[config.mk]
export PLATFORM = sky130hd
export DESIGN_NAME = alu
export DESIGN_NICKNAME = d
export VERILOG_FILES = /design/src/rtl/alu.sv
export SDC_FILE = /design/constraint.sdc
export NUM_CORES = 1
export LEC_CHECK = 0
export ABC_AREA = 1
export BUFFER_PORTS_ARGS = -buffer_cell sky130_fd_sc_hd__buf_4
export CAP_MARGIN = 5
export CORE_MARGIN = 1
export CORE_UTILIZATION = 40
export CTS_CLUSTER_DIAMETER = 150
export CTS_CLUSTER_SIZE = 10
export DETAILED_ROUTE_END_ITERATION = 12
export PLACE_DENSITY = 0.68
export RECOVER_POWER = 100
export SYNTH_ARGS = -nofsm -noshare
export SYNTH_HDL_FRONTEND = slang
export SYNTH_SLANG_ARGS = --single-unit
[constraint.sdc]
create_clock -name clk -period 2.4 [get_ports clk]
set_input_delay 0.12 -clock clk [delete_from_list [all_inputs] [get_ports clk]]
set_output_delay 0.12 -clock clk [all_outputs]
set_load 0.05 [all_outputs]
[src/rtl/alu.sv]
// Registered N-bit integer ALU for the CPU execute stage: logic ops, add/sub, signed SLT,
// with zero / carry-out / signed-overflow flags, all one cycle after the operands are sampled.
module alu #(
    parameter int WIDTH = 32
) (
    input  logic             clk,
    input  logic             rst_n,
    input  logic [WIDTH-1:0] a,
    input  logic [WIDTH-1:0] b,
    input  logic [2:0]       f,
    output logic [WIDTH-1:0] y,
    output logic             zero,
    output logic             carry_out,
    output logic             overflow
);

    logic [WIDTH-1:0] bb;
    logic [WIDTH:0]   sum;
    logic [WIDTH-1:0] s;
    logic             c;
    logic             v;
    logic             slt;

    logic [WIDTH-1:0] y_d, y_q;
    logic             zero_d, zero_q;
    logic             carry_d, carry_q;
    logic             ovf_d, ovf_q;

    // f[2] selects inverted B and supplies the +1, so one adder serves both ADD and SUB/SLT.
    always_comb begin
        bb  = f[2] ? ~b : b;
        sum = {1'b0, a} + {1'b0, bb} + {{WIDTH{1'b0}}, f[2]};
        c   = sum[WIDTH];
        s   = sum[WIDTH-1:0];
        v   = (a[WIDTH-1] == bb[WIDTH-1]) && (s[WIDTH-1] != a[WIDTH-1]);
        slt = s[WIDTH-1] ^ v;
    end

    always_comb begin
        y_d     = '0;
        carry_d = 1'b0;
        ovf_d   = 1'b0;
        unique case (f[1:0])
            2'b00: y_d = a & bb;
            2'b01: y_d = a | bb;
            2'b10: begin
                y_d     = s;
                carry_d = c;
                ovf_d   = v;
            end
            2'b11: y_d = f[2] ? {{(WIDTH-1){1'b0}}, slt} : '0;
            default: y_d = '0;
        endcase
        zero_d = (y_d == '0);
    end

    always_ff @(posedge clk) begin
        if (!rst_n) begin
            y_q     <= '0;
            zero_q  <= 1'b1;
            carry_q <= 1'b0;
            ovf_q   <= 1'b0;
        end else begin
            y_q     <= y_d;
            zero_q  <= zero_d;
            carry_q <= carry_d;
            ovf_q   <= ovf_d;
        end
    end

    assign y         = y_q;
    assign zero      = zero_q;
    assign carry_out = carry_q;
    assign overflow  = ovf_q;

endmodule

# After elaboration in Yosys (flattened, before gate mapping)
# Index checks and enable logic that the tools add are counted.
# op_classes
n_lt_le_gt_ge,0
n_mux,3
n_eq_ne,5
div,0
n_reduce_logical,4
n_bitwise,4
n_shift,0
n_addsub,2
n_mul,0
# ops
operator,count
one-hot mux 32 bit (4 select lines),1
adder 32 x 32 -> 33 bit,1
adder 33 x 1 -> 33 bit,1
AND 32 bit,1
zero test 32 bit,1
2-to-1 mux 32 bit,1
NOT 32 bit,1
bitwise OR 32 bit,1
"== test 2 bit, second input constant",2
"== test 2 x 1 -> 1 bit, second input constant",1
zero test 2 bit,1
AND reduction 2 bit,1
== test 1 bit,1
logical AND 1 bit,1
2-to-1 mux 1 bit,1
inequality test 1 bit,1
XOR 1 bit,1
# word_totals
output_inout_bits,35
latch_bits,0
romBits,0
in_bits,69
n_memories,0
ff_bits,35
ramBits,0

# Depth between registers and ports, before layout
# logic_depth
depth_word,10
ltp_mapped,23
mapped_depth_nobuf,22

# Worst setup path after synthesis
# Ideal clock, no wire load.
# synth_path
path_kind,in2reg
start,input f[2]
end,register zero_q (netlist: zero)
slack_ps,-75
path_stages,22
t_required_ps,2342
n_path_buf,2
arrival_time_ps,2417
path_cell_list,buf_6 -> clkbuf_1 -> o21a_1 -> inv_1 -> fa_1 -> inv_1 -> nand2_1 -> o21ai_2 -> nand2_1 -> nand2_1 -> nand2_1 -> nand2_1 -> nand2_1 -> nand2_1 -> nand2_1 -> nand3_1 -> nand2_1 -> inv_1 -> nand3_1 -> nor2_1 -> nand3_1 -> nand2_1
# synth_between
elab_chain_cells,9
# synth_rtl
item,line,text
start: declaration,10,"input logic [2:0] f,"
2-to-1 mux 32 bit,31,bb = f[2] ? ~b : b;
adder 32 x 32 -> 33 bit,32,"sum = {1'b0, a} + {1'b0, bb} + {{WIDTH{1'b0}}, f[2]};"
adder 33 x 1 -> 33 bit,32,
inequality test 1 bit,35,v = (a[WIDTH-1] == bb[WIDTH-1]) && (s[WIDTH-1] != a[WIDTH-1]);
logical AND 1 bit,35,
XOR 1 bit,36,slt = s[WIDTH-1] ^ v;
2-to-1 mux 1 bit,51,"2'b11: y_d = f[2] ? {{(WIDTH-1){1'b0}}, slt} : '0;"
one-hot mux 32 bit (4 select lines) *,43,unique case (f[1:0])
zero test 32 bit *,54,zero_d = (y_d == '0);
end signal: assignment,65,zero_q <= zero_d;
end: declaration,25,"logic zero_d, zero_q;"
# Every way passes the cells marked *; elsewhere a longest branch is shown, timed or not.
# A chain may end at the register's enable or synchronous reset.

# Worst setup path in the final report
# Same ends and word-level chain as after synthesis.

==> results.json <==
{
  "vias": 5852,
  "power.static_leakage_nw": 3.98,
  "initial_core_util_pct": 41.5,
  "period_needed_ps": 2260,
  "ant_nets": 0,
  "swShare_pct": 43.9,
  "io_pins": 104,
  "cts_tree": "yes",
  "worst_pin_slew_ps": 621,
  "nNetsFinal": 1182,
  "startpoint_type": "input port",
  "fin_crit_sh_pct": 94.2,
  "layout.cells.most_common_list": "209 x nand2_1, 169 x buf_4, 168 x inv_1, 65 x nor2_1, 51 x ha_1",
  "wire_per_inst_um": 13.6,
  "placed_area_sq_um": 6710,
  "synth_cells": 847,
  "clkPwrFrac_pct": 20.7,
  "fin_cells": 1217,
  "switchingPower_mw": 1.54,
  "vias_per_cell": 4.81,
  "clockRootBuffer": "clkbuf_16",
  "dieHeight_um": 114,
  "relSlewSlack_pct": 58.8,
  "io_buffer_count": 103,
  "fmax_mhz": 442,
  "grt_pass1_wl_um": 24900,
  "synth_area_leaders": "nand2_1 17%, ha_1 16%, dfxtp_1 14%",
  "crit_arrival_ps": 2500,
  "drt_iter0_markers": 304,
  "setup_viol": 0,
  "n_antenna_cell": 0,
  "worstPathMaxFanout": 9,
  "die-area_sq_um": 13000,
  "ys_seq_area_share_pct": 13.9,
  "grt_use_total_pct": 24.2,
  "htreeDepth": 2,
  "stdcell_area_sq_um": 7440,
  "syn_area_per_cell_sq_um": 5.94,
  "synth_top_area_cell": "nand2_1",
  "maxSlewViolCount": 0,
  "cp-end-kind": "flip-flop",
  "antenna_found_initial": 0,
  "grt_max_degree": 34,
  "synth.distinct_cells": 39,
  "die_x_um": 114,
  "rows": 40,
  "power_density_nw_per_um2": 472,
  "hold_path.class": "in2reg",
  "numClockSinks": 35,
  "cts_buffers": 5,
  "drt_pre_antenna_iters": 5,
  "core_region_area_sq_um": 12100,
  "final_common_cell": "nand2_1",
  "synth_nets": 981,
  "irDropWorstVdd_uv": 210,
  "power.share.sequential_pct": 18.4,
  "cap_viol_max_count": 0,
  "totalWireLength_um": 16600,
  "drc": 0,
  "ys_ff_latch": 35,
  "status": "finished clean",
  "gr-total-overflow": 0,
  "yosysTopAreaCellShare_pct": 16.7,
  "dpl.cell_count": 1202,
  "clkTransAtPathRegs_ps": 60,
  "grt_pass1_vias": 5228,
  "internal_power_mw": 1.97,
  "critPathKind": "in2reg",
  "syn_area_sq_um": 5030,
  "post-route-util_pct": 61.4,
  "routabilityCongestion": 0.923,
  "finalHoldViolations": 0,
  "syn_to_final_growth_pct": 47.9,
  "cts_buffer_depth": 2,
  "pwr-share-comb_pct": 61.0,
  "layout-drive-gt1-share_pct": 30.8,
  "whs_ps": 14.7,
  "cp.required_ps": 2640,
  "hold_buffers": 0,
  "dpl.hpwl_um": 12700,
  "ys_warn_count": 0
}
-- critical path, cell delays in order --
cell and delay (ps):
buf_6 130, clkbuf_16 210, xnor2_4 210, inv_1 60, ha_1 240, a21oi_4 180, inv_1 50, a21oi_1 170
nand3_2 210, nand2_2 150, nand3b_1 90, nand3_2 90, nand3_2 60, nor2_1 150, nand2_1 120, nor2_4 110
nand3_1 80, nand2_1 50
-- cells in the mapped netlist (all sizes together) --
cell,number
nand2,241
inv,177
nor2,80
ha,64
nand3,57
a21oi,46
dfxtp,35
xnor2,32
o21ai,17
or2,15
o22ai,11
a31oi,10
nand3b,10
nand4,10
buf,8
o21bai,8
clkbuf,7
nor3,7
o21a,3
and3,2
clkinv,2
o221ai,2
a2111oi,1
a211oi,1
fa,1
-- power groups by stage --
stage / clock [mW] / combinational, mW / sequential [mW]
after global placement: 0 / 1.89 / 0.658
after floorplan: 0 / 0.988 / 0.840
after CTS: 0.739 / 1.91 / 0.646
final: 0.726 / 2.14 / 0.644
after global routing: 0.750 / 2.34 / 0.649
after detailed placement: 0 / 1.90 / 0.658
-- layer usage --
layer  global-route usage (%)  part of all wire [%]  up-vias
li1                         -                     -     3026
met1                     33.0                    46     2628
met2                     40.1                    46      171
met3                     3.34                   5.6       27
met4                     6.15                   2.3        0
met5                        0                     0        -
-- worst paths after layout --
kind  slack [ps]  cells past startpoint   from  endpoint
max          140                     18   f[2]      zero
min           10                      2  rst_n      zero
-- final cells by class --
cell class	instances	area, sq um
sequential	35	701
timing repair buffer	209	1500
tap	168	210
inverter	179	672
multi-input combinational	618	4200
clock buffer	8	156
fill	1214	4670
-- repair_timing --
| action | in CTS | in global routing |
|---|---|---|
| endpoints found under the setup margin | 0 | 5 |
| resized for setup | 0 | 105 |
| setup buffers | 0 | 5 |
-- metrics by stage --
| step | setup TNS, ps | worst slack (ps) | power [mW] |
|---|---|---|---|
| floorplan | 0 | 97.2 | 1.83 |
| global placement | -589 | -256 | 2.55 |
| detailed placement | -525 | -250 | 2.56 |
| CTS | 0 | 35.7 | 3.30 |
| global route | -13.4 | -13.4 | 3.74 |
| finish | 0 | 140 | 3.51 |
-- registers in the layout, indices dropped and copies added (netlist names) --
register,cells
y,32
overflow,1
carry_out,1
zero,1
-- logic make-up after synthesis --
| family | count (synthesis) | share of synthesized area [%] |
|---|---|---|
| AND/OR/NAND/NOR | 422 | 37.9 |
| buffers and inverters | 194 | 14.9 |
| AO/OA/AOI/OAI | 99 | 11.4 |
| adder cells (fa/ha/maj) | 65 | 16.3 |
| flip-flops | 35 | 13.9 |
| XOR/XNOR | 32 | 5.57 |
Note: power is estimated with default switching activity, not from simulation.
